File: config.mk
export PLATFORM = sky130hd
export DESIGN_NAME = hook_trajectory_ctrl
export DESIGN_NICKNAME = d
export VERILOG_FILES = /design/src/rtl/hook_pkg.sv /design/src/rtl/hook_angle_rom.sv /design/src/rtl/hook_trajectory_ctrl.sv
export SDC_FILE = /design/constraint.sdc
export NUM_CORES = 1
export LEC_CHECK = 0
export ABC_CLOCK_PERIOD_IN_PS = 7400
export BUFFER_PORTS_ARGS = -buffer_cell sky130_fd_sc_hd__buf_2
export CORE_UTILIZATION = 45
export CTS_CLUSTER_SIZE = 40
export DETAILED_ROUTE_END_ITERATION = 10
export HOLD_SLACK_MARGIN = 0.03
export SLEW_MARGIN = 10
export SYNTH_ARGS = -nofsm -noshare
export SYNTH_HDL_FRONTEND = slang
export SYNTH_HIERARCHICAL = 1
export SYNTH_SLANG_ARGS = --single-unit
File: constraint.sdc
create_clock -name clk -period 7.4 [get_ports clk]
set_input_delay 2.22 -clock clk [delete_from_list [all_inputs] [get_ports clk]]
set_output_delay 2.22 -clock clk [all_outputs]
set_load 0.02 [all_outputs]
File: src/rtl/hook_pkg.sv
// Shared types, widths and constant-geometry helpers for the hook trajectory controller.
// Arc geometry is computed at elaboration time so the angle ROM tracks NUM_ANGLES/LAUNCH_SPEED.
package hook_pkg;

  localparam int COORD_W  = 11;
  localparam int IDX_W    = 6;
  localparam int WEIGHT_W = 2;
  localparam int ARC_R    = 32;

  typedef enum logic [1:0] {
    SWING   = 2'd0,
    EXTEND  = 2'd1,
    RETRACT = 2'd2
  } hook_state_t;

  function automatic int isqrt(input int v);
    int r;
    r = 0;
    for (int unsigned i = 0; i <= ARC_R; i++) begin
      if (int'(i * i) <= v) r = int'(i);
    end
    return r;
  endfunction

  // X offset is linear in the index (truncated toward zero, so symmetric about the centre);
  // Y is then chosen to keep the point on the radius-32 circle.
  function automatic int arc_off_x(input int idx, input int n);
    int c;
    c = (n - 1) / 2;
    return (ARC_R * (idx - c)) / c;
  endfunction

  function automatic int arc_off_y(input int idx, input int n);
    int ox;
    ox = arc_off_x(idx, n);
    return isqrt(ARC_R * ARC_R - ox * ox);
  endfunction

  function automatic int dir_x(input int idx, input int n, input int speed);
    return (speed * arc_off_x(idx, n)) / ARC_R;
  endfunction

  function automatic int dir_y(input int idx, input int n, input int speed);
    int d;
    d = (speed * arc_off_y(idx, n)) / ARC_R;
    return (d < 1) ? 1 : d;
  endfunction

  function automatic logic signed [COORD_W-1:0] vel_shift(
    input logic signed [COORD_W-1:0] v,
    input logic        [WEIGHT_W-1:0] w
  );
    return v >>> w;
  endfunction

endpackage

File: src/rtl/hook_angle_rom.sv
// Combinational arc ROM: angle index -> hook offset from pivot and launch direction vector.
module hook_angle_rom
  import hook_pkg::*;
#(
  parameter int NUM_ANGLES   = 51,
  parameter int LAUNCH_SPEED = 10
) (
  input  logic        [IDX_W-1:0]   idx,
  output logic signed [COORD_W-1:0] offX,
  output logic signed [COORD_W-1:0] offY,
  output logic signed [COORD_W-1:0] dirX,
  output logic signed [COORD_W-1:0] dirY
);

  logic signed [COORD_W-1:0] tab_ox [NUM_ANGLES];
  logic signed [COORD_W-1:0] tab_oy [NUM_ANGLES];
  logic signed [COORD_W-1:0] tab_dx [NUM_ANGLES];
  logic signed [COORD_W-1:0] tab_dy [NUM_ANGLES];

  for (genvar g = 0; g < NUM_ANGLES; g++) begin : g_tab
    assign tab_ox[g] = COORD_W'(arc_off_x(g, NUM_ANGLES));
    assign tab_oy[g] = COORD_W'(arc_off_y(g, NUM_ANGLES));
    assign tab_dx[g] = COORD_W'(dir_x(g, NUM_ANGLES, LAUNCH_SPEED));
    assign tab_dy[g] = COORD_W'(dir_y(g, NUM_ANGLES, LAUNCH_SPEED));
  end

  always_comb begin
    offX = '0;
    offY = '0;
    dirX = '0;
    dirY = '0;
    if (int'(idx) < NUM_ANGLES) begin
      offX = tab_ox[idx];
      offY = tab_oy[idx];
      dirX = tab_dx[idx];
      dirY = tab_dy[idx];
    end
  end

endmodule

File: src/rtl/hook_trajectory_ctrl.sv
// Claw hook swing/launch/retract controller. Optional HOOK_PAUSE_EN adds a 'pause' input
// that masks startOfFrame (motion and swing divider freeze; collision still retracts).
module hook_trajectory_ctrl
  import hook_pkg::*;
#(
  parameter int PIVOT_X      = 288,
  parameter int PIVOT_Y      = 64,
  parameter int NUM_ANGLES   = 51,
  parameter int SWING_DIV    = 4,
  parameter int LAUNCH_SPEED = 10,
  parameter int X_MAX        = 639,
  parameter int Y_MAX        = 479,
  parameter int OBJ_W        = 64
) (
  input  logic                clk,
  input  logic                resetN,
  input  logic                startOfFrame,
  input  logic                launch_Cable,
  input  logic                collision,
  input  logic [WEIGHT_W-1:0] load_weight,
`ifdef HOOK_PAUSE_EN
  input  logic                pause,
`endif
  output logic [COORD_W-1:0]  topLeftX,
  output logic [COORD_W-1:0]  topLeftY,
  output logic [IDX_W-1:0]    angleIdx,
  output logic [1:0]          hookState,
  output logic                isSwinging,
  output logic                hookReturned,
  output logic [WEIGHT_W-1:0] grabbedWeight
);

  localparam logic signed [COORD_W-1:0] PX    = COORD_W'(PIVOT_X);
  localparam logic signed [COORD_W-1:0] PY    = COORD_W'(PIVOT_Y);
  localparam logic signed [COORD_W-1:0] X_LIM = COORD_W'(X_MAX - OBJ_W);
  localparam logic signed [COORD_W-1:0] Y_LIM = COORD_W'(Y_MAX);
  localparam logic signed [COORD_W-1:0] RST_X = COORD_W'(PIVOT_X + arc_off_x(0, NUM_ANGLES));
  localparam logic signed [COORD_W-1:0] RST_Y = COORD_W'(PIVOT_Y + arc_off_y(0, NUM_ANGLES));
  localparam logic signed [COORD_W-1:0] ONE   = COORD_W'(1);
  localparam logic [IDX_W-1:0]          LAST_IDX = IDX_W'(NUM_ANGLES - 1);
  localparam logic [3:0]                DIV_LAST = 4'(SWING_DIV - 1);

  hook_state_t               state;
  logic [IDX_W-1:0]          idx;
  logic                      dir_up;
  logic [3:0]                div_cnt;
  logic signed [COORD_W-1:0] pos_x, pos_y, vel_x, vel_y;
  logic                      returned;
  logic [WEIGHT_W-1:0]       weight;

  logic signed [COORD_W-1:0] off_x, off_y, dv_x, dv_y;
  logic signed [COORD_W-1:0] arc_x, arc_y, step_x, step_y_raw, step_y, ret_x, ret_y;
  logic                      frame_tick, oob, arrive;
  logic [IDX_W-1:0]          idx_next;
  logic                      dir_next;

  hook_angle_rom #(
    .NUM_ANGLES  (NUM_ANGLES),
    .LAUNCH_SPEED(LAUNCH_SPEED)
  ) u_rom (
    .idx (idx),
    .offX(off_x),
    .offY(off_y),
    .dirX(dv_x),
    .dirY(dv_y)
  );

`ifdef HOOK_PAUSE_EN
  assign frame_tick = startOfFrame & ~pause;
`else
  assign frame_tick = startOfFrame;
`endif

  // Retract step is the launch velocity scaled down by load weight; Y never stalls at 0.
  always_comb begin
    arc_x      = PX + off_x;
    arc_y      = PY + off_y;
    step_x     = vel_shift(vel_x, weight);
    step_y_raw = vel_shift(vel_y, weight);
    step_y     = (step_y_raw == '0) ? ONE : step_y_raw;
    ret_x      = pos_x - step_x;
    ret_y      = pos_y - step_y;
    arrive     = (ret_y <= arc_y);
    oob        = (pos_x < 0) || (pos_x > X_LIM) || (pos_y > Y_LIM);
  end

  always_comb begin
    idx_next = idx;
    dir_next = dir_up;
    if (dir_up) begin
      if (idx == LAST_IDX) begin
        dir_next = 1'b0;
        idx_next = LAST_IDX - 1'b1;
      end else begin
        idx_next = idx + 1'b1;
      end
    end else begin
      if (idx == '0) begin
        dir_next = 1'b1;
        idx_next = IDX_W'(1);
      end else begin
        idx_next = idx - 1'b1;
      end
    end
  end

  always_ff @(posedge clk or negedge resetN) begin
    if (!resetN) begin
      state    <= SWING;
      idx      <= '0;
      dir_up   <= 1'b1;
      div_cnt  <= '0;
      pos_x    <= RST_X;
      pos_y    <= RST_Y;
      vel_x    <= '0;
      vel_y    <= '0;
      returned <= 1'b0;
      weight   <= '0;
    end else begin
      returned <= 1'b0;
      case (state)
        SWING: begin
          if (launch_Cable) begin
            state   <= EXTEND;
            vel_x   <= dv_x;
            vel_y   <= dv_y;
            div_cnt <= '0;
          end else if (frame_tick) begin
            pos_x <= arc_x;
            pos_y <= arc_y;
            if (div_cnt == DIV_LAST) begin
              div_cnt <= '0;
              idx     <= idx_next;
              dir_up  <= dir_next;
            end else begin
              div_cnt <= div_cnt + 1'b1;
            end
          end
        end
        EXTEND: begin
          if (collision) begin
            state  <= RETRACT;
            weight <= load_weight;
          end else if (oob) begin
            state  <= RETRACT;
            weight <= '0;
          end else if (frame_tick) begin
            pos_x <= pos_x + vel_x;
            pos_y <= pos_y + vel_y;
          end
        end
        RETRACT: begin
          if (frame_tick) begin
            if (arrive) begin
              pos_x    <= arc_x;
              pos_y    <= arc_y;
              state    <= SWING;
              returned <= 1'b1;
            end else begin
              pos_x <= ret_x;
              pos_y <= ret_y;
            end
          end
        end
        default: state <= SWING;
      endcase
    end
  end

  assign topLeftX      = pos_x;
  assign topLeftY      = pos_y;
  assign angleIdx      = idx;
  assign hookState     = state;
  assign isSwinging    = (state == SWING);
  assign hookReturned  = returned;
  assign grabbedWeight = weight;

endmodule

# Yosys cells after proc, flatten, opt, wreduce, memory -nomap -nowiden
# Memory sizes are Yosys's and may differ from the RTL's.
# Index checks and enable logic that the tools add are counted.
dict set report word_totals {
  rom_bits 2816
  elab_cells 109
  register_bits 60
  output_inout_bits 34
  mem_count 4
}
# name depth width read_ports rd_clocked_by_memory_dff write_ports line_no
set mem_list {}
lappend mem_list {{(no name shown)} 64 11 1 0 0 hook_angle_rom.sv:34} ;# offY = tab_oy[idx];
lappend mem_list {{(no name shown)} 64 11 1 0 0 hook_angle_rom.sv:33} ;# offX = tab_ox[idx];
lappend mem_list {{(no name shown)} 64 11 1 0 0 hook_angle_rom.sv:36} ;# dirY = tab_dy[idx];
lappend mem_list {{(no name shown)} 64 11 1 0 0 hook_angle_rom.sv:35} ;# dirX = tab_dx[idx];
dict set report classes {
  n_reduce_logical 14
  shifts 2
  mux 49
  n_eq_ne 13
  n_lt_le_gt_ge 6
  n_bitwise 2
  n_addsub 9
}
# operator count
set op_table {}
lappend op_table {{two-way mux 11 bit} 27}
lappend op_table {{one-hot mux 11 bit (3 select lines)} 2}
lappend op_table {{adder 11 bit} 2}
lappend op_table {{>>> shifter 11 x 2 -> 11 bit} 2}
lappend op_table {{subtractor 11 bit} 2}
lappend op_table {{two-way mux 6 bit} 3}
lappend op_table {{inequality test 2 bit (second input constant)} 8}
lappend op_table {{two-way mux 2 bit} 7}
lappend op_table {{two-way mux 4 bit} 3}
lappend op_table {{adder 10 x 11 -> 11 bit (first input constant)} 1}
lappend op_table {{adder 8 x 11 -> 11 bit (first input constant)} 1}
lappend op_table {{> comparator 11 x 10 -> 1 bit (second input constant)} 1}
lappend op_table {{> comparator 11 bit (second input constant)} 1}
lappend op_table {{<= comparator 11 bit} 1}
lappend op_table {{logical NOT 11 bit} 1}
lappend op_table {{< comparator 11 x 1 -> 1 bit (second input constant)} 1}
lappend op_table {{AND reduction 4 bit} 2}
lappend op_table {{greater-or-equal comparator 7 bit (second input constant)} 1}
lappend op_table {{inverter 6 -> 7 bit} 1}
lappend op_table {{AND reduction 7 bit} 1}
lappend op_table {{adder 6 x 1 -> 6 bit (second input constant)} 1}
lappend op_table {{equality test 6 bit (second input constant)} 1}
lappend op_table {{logical NOT 6 bit} 1}
lappend op_table {{< comparator 6 bit (second input constant)} 1}
lappend op_table {{other kinds (14)} 23}

# Depth between registers and ports, before layout
# Gate-level depths: netlist of run 1.
dict set report logic_depth {
  depth_word 10
  mapped_depth 25
  mapped_depth_nobuf 23
}

# Hierarchy
# Netlist of run 1, hierarchy kept.
# module area_per_inst_um2 seq_area_each_um2 instances cells_per_inst
set modules_own_cells {}
lappend modules_own_cells {hook_trajectory_ctrl 5669.2 1505.2 1 644}
lappend modules_own_cells {hook_angle_rom 1430.1 0.0 1 214}

# Least setup slack after synthesis of run 1
# OpenSTA, ideal clock, no wires.
dict set report synth_timing {
  kind {flip-flop to flip-flop}
  start {register weight[1], in the netlist grabbedWeight[1]}
  end {register state[0], in the netlist hookState[0]}
  required_time_ns 7.272
  path_stages_with_launch 24
  arrival_time_ns 5.437
  slack_ns 1.835
  n_path_buf 3
  cell_sequence {dfrtp_1 -> clkbuf_1 -> clkbuf_1 -> buf_1 -> mux2i_1 -> nor2_1 -> a21oi_1 -> o31ai_1 -> ha_1 -> fa_1 -> nor2b_1 -> o2111ai_1 -> nand2_1 -> o221ai_1 -> mux2i_1 -> or2_2 -> ha_1 -> nand4_1 -> or3_1 -> nand2_1 -> mux2i_1 -> nand2b_1 -> a222oi_1 -> mux2_1}
}
dict set report synth_via {
  elab_chain_len 7
}
# item line_no
set synth_lines {}
lappend synth_lines {{from (decl)} hook_trajectory_ctrl.sv:49} ;# logic [WEIGHT_W-1:0] weight;
lappend synth_lines {{from (signal assigned)} hook_trajectory_ctrl.sv:143} ;# weight <= load_weight;
lappend synth_lines {{>>> shifter 11 x 2 -> 11 bit *} hook_pkg.sv:53} ;# return v >>> w;
lappend synth_lines {{logical NOT 11 bit} hook_trajectory_ctrl.sv:80} ;# step_y = (step_y_raw == '0) ? ONE : step_y_raw;
lappend synth_lines {{two-way mux 11 bit *} hook_trajectory_ctrl.sv:80}
lappend synth_lines {{subtractor 11 bit *} hook_trajectory_ctrl.sv:82} ;# ret_y = pos_y - step_y;
lappend synth_lines {{<= comparator 11 bit *} hook_trajectory_ctrl.sv:83} ;# arrive = (ret_y <= arc_y);
lappend synth_lines {{inequality test 2 bit (no line) *} n/a}
lappend synth_lines {{AND reduction 4 bit (no line) *} n/a}
lappend synth_lines {{to (signal assigned)} hook_trajectory_ctrl.sv:109} ;# state <= SWING;
lappend synth_lines {{to (signal assigned)} hook_trajectory_ctrl.sv:124} ;# state <= EXTEND;
lappend synth_lines {{to (signal assigned)} hook_trajectory_ctrl.sv:142} ;# state <= RETRACT;
lappend synth_lines {{to (decl)} hook_trajectory_ctrl.sv:43} ;# hook_state_t state;
# Every way passes the cells marked *; elsewhere a longest branch is shown, timed or not.
# A chain may end at the register's enable or synchronous reset.

# Worst setup path after layout of run 1
dict set report layout_timing {
  start {register weight[1], in the netlist grabbedWeight[1]}
  end {register pos_x[1], in the netlist topLeftX[1]}
}
dict set report layout_via {
  elab_chain_len 8
}
# item line_no
set layout_lines {}
lappend layout_lines {{>>> shifter 11 x 2 -> 11 bit} hook_pkg.sv:53}
lappend layout_lines {{logical NOT 11 bit} hook_trajectory_ctrl.sv:80}
lappend layout_lines {{two-way mux 11 bit} hook_trajectory_ctrl.sv:80}
lappend layout_lines {{subtractor 11 bit} hook_trajectory_ctrl.sv:82}
lappend layout_lines {{<= comparator 11 bit} hook_trajectory_ctrl.sv:83}
lappend layout_lines {{two-way mux 11 bit *} hook_trajectory_ctrl.sv:154} ;# if (arrive) begin
lappend layout_lines {{two-way mux 11 bit *} hook_trajectory_ctrl.sv:153} ;# if (frame_tick) begin
lappend layout_lines {{one-hot mux 11 bit (3 select lines) *} hook_trajectory_ctrl.sv:121} ;# case (state)
lappend layout_lines {{to (signal assigned)} hook_trajectory_ctrl.sv:129} ;# pos_x <= arc_x;
lappend layout_lines {{to (signal assigned)} hook_trajectory_ctrl.sv:155} ;# pos_x <= arc_x;
lappend layout_lines {{to (signal assigned)} hook_trajectory_ctrl.sv:160} ;# pos_x <= ret_x;
lappend layout_lines {{to (decl)} hook_trajectory_ctrl.sv:47} ;# logic signed [COORD_W-1:0] pos_x, pos_y, vel_x, vel_y;
# Every way passes the cells marked *; elsewhere a longest branch is shown, timed or not. The select of a mux whose other input is x is not followed.

==> results of run 1 <==
through the flow:
step	setup slack [ps]	utilization, %	cells	hold slack (ps)
6_report	1170	49.9	1081	556
5_1_grt	722	49.9	1081	591
4_1_cts	1240	49.9	1081	557
2_1_floorplan	1840	-	869	506
3_5_place_dp	1240	47.9	1065	547
3_3_place_gp	1520	47.9	1065	538
synth_stat cells, drive strengths merged, types with 20 or more instances:
master  number
a21oi       62
a221oi      22
buf         41
clkbuf      23
dfrtp       57
ha          73
inv         50
mux2        35
mux2i       30
nand2       49
nand3       21
nor2        67
nor2b       22
o21ai       50
xor2        20
state kept, by name, summed over array words and instances (netlist names):
name and count:
topLeftX 11, topLeftY 11, vel_x 11, vel_y 11, angleIdx 6, div_cnt 4, grabbedWeight 2, hookState 2
dir_up 1, hookReturned 1
path summary, 6_finish.rpt:
path	startpoint	to	slack (ps)	depth (start not counted)
worst max-delay path	grabbedWeight[1]	topLeftX[1]	1170	21
worst min-delay path	topLeftX[8]	topLeftX[8]	560	2
max in group asynchronous	resetN	angleIdx[3]	4760	2
worst min register to register	topLeftX[8]	topLeftX[8]	560	2
worst max register to register	grabbedWeight[1]	topLeftX[1]	1170	21
min in group asynchronous	resetN	div_cnt[3]	2070	2
logic make-up (layout without fill, tap and decap cells):
logic type      after synthesis  in the layout  share of synthesized area, %
compound gates              263            263                          25.5
xor+xnor                     35             35                          4.32
fa+ha+maj                    77             77                          14.0
buf+inv                     114            115                          7.56
flops                        60             60                          21.2
mux                          67             67                          10.4
other cells                   1             12                        0.0528
simple gates                241            241                          17.0
worst register-to-register path: cells and delay by family (launching register included):
| family | cells | cell delay [ps] |
|---|---|---|
| AOI/OAI and AO/OA | 6 | 1630 |
| and+or+nand+nor | 8 | 1580 |
| muxes | 4 | 860 |
| adders and majority gates | 3 | 990 |
| DFF | 1 | 1070 |
area by class of cell:
cell class,count,area [sq um]
Fill cell,1501,7670
Multi-Input combinational cell,695,5100
Sequential cell,60,1510
Timing Repair Buffer,49,268
Tap cell,211,264
Clock buffer,12,246
Inverter,50,188
Clock inverter,4,72.6
layer usage:
metal / track usage (%) / up-vias
met1: 35.6 / 3237
met2: 44.1 / 271
met4: 11.3 / 0
li1: - / 3176
met3: 3.22 / 46
met5: 0 / -
==> run summary, run 1 <==
share of the synthesized area in the top cell type: 20.1%
Clk Latency, worst-skew pair: 340 ps
met2 WL: 9800 um
gr ovfl total: 0
headroom to the max-slew limit: 27.1%
vias in the first global route: 6395
Sum Neg Setup Slack: 0 ps
number of synthesized flops with an enable pin: 0
GRT Resource Usage Total: 26.8%
Mapped Area: 0.00710 sq mm
routability cong.: 0.941
Worst path max stage delay: 1070 ps
Placed Area: 0.00733 sq mm
WL met3: 1330 um
Core Box Area: 0.0153 sq mm
critical path required time: 7660 ps
FP Rows: 45
# IOs: 41
Max clock buf depth: 2
post-synthesis sequential area ratio: 21.2%
DR top layer: met4
largest net degree at the start of global routing: 61
commonest non-fill, non-tap cells in the layout: ha_1 (73), nor2_1 (67), a21oi_1 (62), dfrtp_1 (56), nand2_1 (49)
ant diodes: 0
first-pass iteration count of the detailed router: 5
CP max-delay cell: dfrtp_1
cell area after layout: 0.00765 sq mm
number of max-slew violations in the final report: 0
critical path fanouts, max: 24
worst hold-check path type: reg2reg
nets: 949
DRC Markers: 0
clock transition at the registers of the reported paths: 60 ps
root buffer cell: clkbuf_16
Routed Antenna Nets: 0
Worst Setup Start Kind: flip-flop
fmax: 161 MHz
Area Growth Syn to Fin: 7.72%
initial antenna violation count: 0
DR vias/cell: 6.23
die height: 128 um
cell taking the most area after synthesis: dfrtp_1
CTS tree: built
H-tree depth: 3
Worst path top cell family by delay: compound AO/OA/AOI/OAI gates
Final Skew: 10.1 ps
WL per Instance: 19.3 um
Synth cell types: 74
commonest non-fill, non-tap cell in the layout: ha_1
Arr. time, crit path: 6490 ps
ys async rst share: 100%
synth top area cells: dfrtp_1 (20%), ha_1 (13%), mux2_2 (5.2%)
Synth Register Bits: 60
CP most frequent cell: mux2i_1
Initial Util: 46.4%
worst slew pin tran: 1090 ps
Worst Path Class, Setup: reg2reg
post-CTS setup buffers: 0
status: finished, final reports clean
Port-buffer cells: 40
final-report hold violation count: 0
Die W: 128 um
final period utilization: 84.2%
Mapped Cells: 858
die area: 0.0163 sq mm
post-layout min period: 6230 ps
1st-iter DRT viols: 624
layout cells sized above 1: 13.3%
max-cap violations: 0
endpoints failing setup: 0
Hold-fix buffers, CTS: 0
Synth Warn #: 6
overall routed net length: 20900 um
DP HPWL: 15300 um
Critical Path End Type: flip-flop
RSZ-0062 raised after global routing: no
TritonCTS Sinks: 60
CTS buffer count: 9
Routed met1 length: 9100 um
average size of a mapped cell: 8.27 sq um
Synth Flop Type: dfrtp_1
CP Cell Sequence: mux2i_1, mux2_2, and4_1, nand4_1, o31ai_1, ha_1, fa_1, nor2b_1, o2111ai_1, nand2_1, o221ai_1, mux2i_1, or2_2, ha_1, nand4_1, or3_1, nand2_1, mux2i_1, o21ai_2, a221oi_1, a21oi_1
first-pass GRT wire length: 34100 um
Post-CTS Resized: 0
Critical path buffers and inverters: 0
DR vias: 6730
Power of run 1 is left out: the tool's default activity adds up to more than one toggle a clock period on the data nets, which glitch-free logic cannot reach.
==> run 2: changes to the inputs <==
Settings changed: ABC_CLOCK_PERIOD_IN_PS 7400 to 5300.
Clock period 7.4 ns to 5.3 ns, I/O delays scaled along.
==> run 2 against run 1 <==
Core utilization is 1.7 points higher; design area is 3.4% higher; via count is 0.30% lower; critical path depth is 1 higher; worst hold slack worse by 1.1 ps; clock skew is 1.9 ps higher; cell count is 1.7% higher.
==> run summary, run 2 (synthesis gave the netlist of run 1 again) <==
WHS: 554 ps
Core Box Area: 0.0153 sq mm
Port-buffer cells: 40
DR vias: 6710
Worst path max stage delay: 500 ps
CTS tree: built
FP Rows: 45
Area Growth Syn to Fin: 11.4%
DRC Markers: 0
cell area after layout: 0.00791 sq mm
commonest non-fill, non-tap cell in the layout: ha_1
Die W: 128 um
RR Startpoint: grabbedWeight[1]
post-layout min period: 5160 ps
die area: 0.0163 sq mm
CP Cell Sequence: buf_6, mux2_2, o21ai_0, nand2_1, o31ai_2, ha_2, fa_2, nor2b_2, o2111ai_2, nand2_2, o221ai_2, mux2i_1, or2_4, ha_4, buf_4, o21a_1, a21oi_2, o211ai_4, mux2i_4, nand2b_1, a222oi_1, mux2_1
commonest non-fill, non-tap cells in the layout: ha_1 (71), nor2_1 (66), a21oi_1 (61), dfrtp_1 (55), nand2_1 (47)
HP Start: vel_x[0]
CTS buffer count: 9
GRT Resource Usage Total: 26.9%
endpoints failing setup: 0
nets: 967
die height: 128 um
Placed Area: 0.00744 sq mm
vias in the first global route: 6377
max-cap violations: 0
Critical Path End Type: flip-flop
Worst Path Class, Setup: reg2reg
gr ovfl total: 0
H-tree depth: 3
routability cong.: 0.925
WL per Instance: 19.2 um
number of max-slew violations in the final report: 0
initial antenna violation count: 0
placed insts: 1080
status: finished, final reports clean
Non-Filler Instances: 1099
final period utilization: 97.3%
clock transition at the registers of the reported paths: 60 ps
Hold-fix buffers, CTS: 0
overall routed net length: 21100 um
hold path cells: 1
worst reg-to-reg path cell count: 22
Clk Latency, worst-skew pair: 340 ps
critical path required time: 5520 ps
Crit. Startpoint: grabbedWeight[1]
largest net degree at the start of global routing: 41
Worst Setup Start Kind: flip-flop
layout cells sized above 1: 17.7%
Initial Util: 46.4%
Arr. time, crit path: 5380 ps
Sum Neg Setup Slack: 0 ps
first-pass GRT wire length: 34000 um
Routed Antenna Nets: 0
headroom to the max-slew limit: 28.2%
Max clock buf depth: 2
worst slew pin tran: 1080 ps
DR vias/cell: 6.11
FF/Latch Area: 0.00151 sq mm
# IOs: 41
DP HPWL: 16000 um
1st-iter DRT viols: 647
worst hold-check path type: reg2reg
fmax: 194 MHz
critical path fanouts, max: 7
CP max-delay cell: dfrtp_2
root buffer cell: clkbuf_16
first-pass iteration count of the detailed router: 6
Fill cells: 1502
final-report hold violation count: 0
area of the multi-input gates: 0.00523 sq mm
Final Skew: 12.0 ps
ant diodes: 0
TritonCTS Sinks: 60
## run 2: cell types whose count changed in the layout (fill, tap and decap cells not counted), moves of 2 or more
cell	delta
mux2i_1	-4
nand2_2	+2
buf_4	+17
a221oi_2	+2
mux2i_2	+2
inv_6	+2
nand2_1	-2
clkbuf_1	-2
mux2i_4	+2
a221oi_1	-2
ha_1	-2
## run 2: critical path, delay by kind of cell (launching register included)
| kind | cells | cell delay [ps] |
|---|---|---|
| muxes | 4 | 1200 |
| buffers and inverters | 2 | 310 |
| DFF | 1 | 500 |
| AOI/OAI and AO/OA | 8 | 1720 |
| and+or+nand+nor | 5 | 610 |
| adders and majority gates | 3 | 690 |
## run 2: timing repair
item | in CTS | in global routing
buffers inserted | 0 | 3
setup endpoints to repair | 17 | 25
resized for setup | 3 | 26
pin swaps | 1 | 12
hold endpoints to repair | 0 | 0
cloned | 0 | 0
## run 2: stage by stage
step                      setup slack [ps]  utilization (%)
final                                  143             51.7
after global routing                  -150             51.7
after CTS                             54.3             50.7
after detailed placement              -200             48.6
after global placement                 214             48.6
after floorplan                       41.7                -
## run 2: cell type report
| class | instances | share of cell area [%] |
|---|---|---|
| clock buffer | 10 | 3.02 |
| clock inverter | 6 | 0.902 |
| inverter | 50 | 2.37 |
| multi-input combinational | 695 | 66.2 |
| sequential | 60 | 19.1 |
| tap | 211 | 3.34 |
| timing repair buffer | 67 | 5.14 |
## run 2: final timing paths
kind,to,slack [ps]
setup / recovery,hookState[0],140
hold / removal,vel_x[0],550
setup reg to reg,hookState[0],140
hold reg to reg,vel_x[0],550
max in group asynchronous,topLeftY[6],3060
min in group asynchronous,div_cnt[3],1310
## run 2: layer usage
| layer | routed length (um) | part of all wire [%] | up-vias | track usage, % |
|---|---|---|---|---|
| met5 | 0 | 0 | - | 0 |
| met4 | 596 | 2.8 | 0 | 9.62 |
| met3 | 1060 | 5.0 | 42 | 3.89 |
| met2 | 9750 | 46 | 220 | 44.2 |
| met1 | 9730 | 46 | 3225 | 35.9 |
| li1 | - | - | 3223 | - |
Power of run 2 is left out for the same reason.
